### src/rtl/wb_stage_writer.sv
// Writeback pipeline stage: single-entry stage register that drives the register file
// write port, exports live destination info for decode hazard checks, the retiring PC
// for trace, and a free-running retired-instruction counter.
module wb_stage_writer #(
    parameter int unsigned DATA_W = 32,
    parameter int unsigned ADDR_W = 5,
    parameter int unsigned PC_W   = 32,
    parameter int unsigned CNT_W  = 32
) (
    input  logic              clk,
    input  logic              reset,
    input  logic              ms_to_ws_valid,
    input  logic [PC_W-1:0]   ms_pc,
    input  logic              ms_gr_we,
    input  logic [ADDR_W-1:0] ms_dest,
    input  logic [3:0]        ms_wbytes,
    input  logic [DATA_W-1:0] ms_result,
    input  logic              ws_stall,
    input  logic              ws_flush,
    output logic              ws_allowin,
    output logic              rf_wen,
    output logic [ADDR_W-1:0] rf_waddr,
    output logic [3:0]        rf_wbytes,
    output logic [DATA_W-1:0] rf_wdata,
    output logic              ws_dest_valid,
    output logic [ADDR_W-1:0] ws_dest,
    output logic [PC_W-1:0]   debug_wb_pc,
    output logic [CNT_W-1:0]  retire_cnt
);

    localparam int unsigned WB_W = 4;

    logic              r_ws_valid;
    logic [PC_W-1:0]   r_pc;
    logic              r_gr_we;
    logic [ADDR_W-1:0] r_dest;
    logic [WB_W-1:0]   r_wbytes;
    logic [DATA_W-1:0] r_result;
    logic [CNT_W-1:0]  r_retire_cnt;

    logic              w_ready_go;
    logic              w_complete;
    logic [WB_W-1:0]   w_wbytes;
    logic              w_wen;
    logic              w_dest_nz;

    // Handshake and completion qualifiers; a flush suppresses completion outright.
    assign w_ready_go = !ws_stall;
    assign ws_allowin = !r_ws_valid || w_ready_go;
    assign w_complete = r_ws_valid && w_ready_go && !ws_flush;
    assign w_dest_nz  = (r_dest != '0);

    // Register file write port: only active in the completing cycle, never for r0.
    assign w_wbytes    = (w_complete && r_gr_we) ? r_wbytes : WB_W'(0);
    assign w_wen       = (|w_wbytes) && w_dest_nz;
    assign rf_wbytes   = w_wbytes;
    assign rf_wen      = w_wen;
    assign rf_waddr    = w_wen ? r_dest   : ADDR_W'(0);
    assign rf_wdata    = w_wen ? r_result : DATA_W'(0);

    // Hazard export stays asserted while the writer is stalled in the stage.
    assign ws_dest_valid = r_ws_valid && r_gr_we && w_dest_nz && (|r_wbytes);
    assign ws_dest       = ws_dest_valid ? r_dest : ADDR_W'(0);

    assign debug_wb_pc = w_complete ? r_pc : PC_W'(0);
    assign retire_cnt  = r_retire_cnt;

    // Stage register: flush beats acceptance; payload loads only with a valid instruction.
    always_ff @(posedge clk or posedge reset) begin
        if (reset) begin
            r_ws_valid <= 1'b0;
            r_pc       <= '0;
            r_gr_we    <= 1'b0;
            r_dest     <= '0;
            r_wbytes   <= '0;
            r_result   <= '0;
        end else if (ws_flush) begin
            r_ws_valid <= 1'b0;
        end else if (ws_allowin) begin
            r_ws_valid <= ms_to_ws_valid;
            if (ms_to_ws_valid) begin
                r_pc     <= ms_pc;
                r_gr_we  <= ms_gr_we;
                r_dest   <= ms_dest;
                r_wbytes <= ms_wbytes;
                r_result <= ms_result;
            end
        end
    end

    // Retire counter: one per completed instruction, wraps naturally.
    always_ff @(posedge clk or posedge reset) begin
        if (reset) begin
            r_retire_cnt <= '0;
        end else if (w_complete) begin
            r_retire_cnt <= r_retire_cnt + CNT_W'(1);
        end
    end

endmodule
### config.mk
export PLATFORM = sky130hd
export DESIGN_NAME = wb_stage_writer
export DESIGN_NICKNAME = d
export VERILOG_FILES = /design/src/rtl/wb_stage_writer.sv
export SDC_FILE = /design/constraint.sdc
export NUM_CORES = 1
export LEC_CHECK = 0
export CAP_MARGIN = 20
export CORE_MARGIN = 1
export CORE_UTILIZATION = 40
export CTS_CLUSTER_DIAMETER = 50
export DETAILED_ROUTE_END_ITERATION = 7
export PLACE_DENSITY_LB_ADDON = 0.05
export SKIP_LAST_GASP = 1
export SLEW_MARGIN = 15
export SYNTH_ARGS = -nofsm -noshare
export SYNTH_HDL_FRONTEND = slang
export SYNTH_SLANG_ARGS = --single-unit
### constraint.sdc
create_clock -name clk -period 4 [get_ports clk]
set_clock_uncertainty 0.15 [all_clocks]
set_input_delay 0.4 -clock clk [delete_from_list [all_inputs] [get_ports clk]]
set_output_delay 0.4 -clock clk [all_outputs]
set_load 0.005 [all_outputs]
==> impl_results.md <==
* Slew HR at 50.3%
* CTS root buf: clkbuf_16
* Worst-Skew Late Latency at 340 ps
* Max Cap Violations at 0
* Yosys warns at 0
* # rows at 39
* WP data arrival at 2290 ps
* Worst hold stages at 1
* Dominant synthesized flop cell: dfrtp_1
* Pin count of the biggest net entering global routing at 85
* Final total power at 2.52 mW
* Ports at 192
* Hold EP: retire_cnt[31]
* Die W at 111 um
* Antenna violations before repair at 0
* Register area at 2680 sq um
* Final-report setup violation count at 0
* Status: finished clean
* Routed len/inst at 15.6 um
* Setup TNS at 0 ps
* Minimum clock period after layout at 2840 ps
* Area grow syn2layout at 49.4%
* Core area at 11500 sq um
* PwrDens at 357 nW/um^2
* H-Tree Depth at 3
* Synth area leader: dfrtp_1
* Syn Inst Count at 377
* Initial Util at 41.3%
* Via/cell ratio at 4.85
* Area of placed instances at 6800 sq um
* Overall Global Routing Usage at 18.7%
* Sequential fraction of the synthesis area at 56.6%
* RSZ-0062 raised after global routing: no
* FILL cells at 973
* Main area contributors after synthesis: dfrtp_1 57%, mux2_2 18%, and2_1 10%
* Worst Min Path Start: retire_cnt[31]
* Post-cts sizing count at 0
* Design area at 7070 sq um
* Post-CTS Setup Inserts at 0
* CTS sink cnt at 107
* Reg clk slew, reported paths at 60 ps
* Reg2Reg Depth at 5
* RR Endpoint: retire_cnt[31]
* Leak pwr at 2.98 nW
* CP Class: primary input to primary output
* R2R Setup Slk at 1510 ps
* Post-synth top cells: 107 x dfrtp_1, 76 x and2_1, 74 x mux2_2
* Drt total wl at 11100 um
* Final Cycle Share at 71.0%
* Congestion Overflow GR at 0
* First-pass GRT wire length at 18100 um
* HPWL reported at the end of detailed placement at 7950 um
* Vias after detailed routing at 3448
* ANT cells at 0
* Crit. End Element: primary output
* Nets at 645
* Die Y at 111 um
* Vias in the first global route at 3593
* Longest Clk Path Bufs at 2
* Layout cells sized above 1 at 17.1%
* Fmax at 0.352 GHz
* CP Launch Type: primary input
* Asr flop ratio synth at 100%
* Die area at 12300 sq um
* Final Slew Violations at 0
* Worst path required time at 3450 ps
* Post-Syn Nets at 457
* Number of synthesized register bits at 107
* CTS tree: done
* Slew @ Worst Pin at 745 ps
* Number of synthesized flops with an enable pin at 0
* Mapped Area at 4730 sq um
* Distinct cells, synth at 27
* Port buffer count at 191
* Cts bufs inserted at 9
* Cts hold-fix bufs at 0
* Most common cell in the netlist: dfrtp_1
* Multi-input logic area at 1970 sq um
* GP Congestion at 0.747
* First drt pass iteration count at 4
* Min-Delay Path Class: flop to flop
* DRC viols at 0
* Worst-path maximum fanout at 38
* Antenna Violating Nets Remaining at 0
* Worst r2r src: r_ws_valid
* Synth top area share at 56.6%
* Starting DRT DRC Count at 75
* Synth Area per Inst at 12.6 sq um
* Peak VDD IR at 0.326 mV
* Fin. Hold Viols at 0
==> power by group <==
part / total, mW / switching (mW) / internal (mW) / leakage (nW)
sequential: 1.32 / 0.0904 / 1.23 / 1.32
clock: 0.812 / 0.363 / 0.448 / 0.131
combinational: 0.392 / 0.125 / 0.267 / 1.53
total: 2.52 / 0.579 / 1.94 / 2.98
==> flip-flops by register name (all words and copies together), names as in the netlist <==
signal / flops
r_dest: 5
r_pc: 32
r_result: 32
r_gr_we: 1
retire_cnt: 32
r_ws_valid: 1
r_wbytes: 4
==> worst max-delay path by stage <==
stage                         from              to  slack, ps  cells after the start
final                     ws_stall    rf_wdata[30]       1160                      6
after global routing      ws_stall    rf_wdata[30]       1000                      6
after global placement    ws_stall  retire_cnt[31]       1070                      6
after detailed placement  ws_stall  retire_cnt[31]        980                      6
after CTS                 ws_stall    rf_wdata[30]       1110                      6
after floorplan              reset       r_dest[0]        630                      1
==> cell usage in the layout, fill, tap and decap left out, drive strengths merged, types with 2 or more instances in the layout <==
master / synthesis / layout
a21oi: 2 / 2
and2: 76 / 76
and3: 11 / 11
and4: 2 / 2
buf: 3 / 5
clkbuf: 16 / 12
clkdlybuf4s50: 0 / 191
dfrtp: 107 / 107
inv: 2 / 2
mux2: 74 / 74
nand2: 14 / 14
nand3: 10 / 10
nand4: 9 / 9
nor2: 7 / 7
nor3: 3 / 3
nor3b: 2 / 2
nor4: 2 / 2
xnor2: 24 / 24
xor2: 7 / 7
==> logic make-up (layout without fill, tap and decap cells) <==
group	count (synthesis)	in the layout	share of synthesized area, %
simple gates	141	141	17.8
buf+inv	21	212	1.85
fa+ha+maj	1	1	0.264
compound gates	2	2	0.211
flops	107	107	56.6
xor+xnor	31	31	5.74
mux	74	74	17.6
==> worst max-delay path, stage by stage <==
cell             delay (ps)
clkdlybuf4s50_1         470
nor3b_2                 250
and3_1                  180
buf_4                   290
and2_1                  200
clkdlybuf4s50_1         500
==> per-layer routing <==
metal,GRT usage (%),wire length [um]
met5,0,0
met2,32.0,5610
met4,6.13,157
met1,21.2,4510
met3,7.60,830
==> cell type report <==
type	count	area share (%)
clock inverter	2	0.177
tap	143	2.53
multi-input combinational	249	27.9
inverter	2	0.177
sequential	107	37.9
clock buffer	12	3.63
timing repair buffer	196	27.7
==> per-stage QoR <==
| stage | worst slack, ps | hold WS [ps] | utilization [%] | instances |
|---|---|---|---|---|
| CTS | 1110 | 336 | 61.7 | 711 |
| global placement | 1070 | 325 | 59.3 | 697 |
| floorplan | 633 | 316 | - | 377 |
| global route | 1000 | 358 | 61.7 | 711 |
| detailed placement | 976 | 332 | 59.3 | 697 |
| finish | 1160 | 332 | 61.7 | 711 |
(Power assumes the default switching activity.)
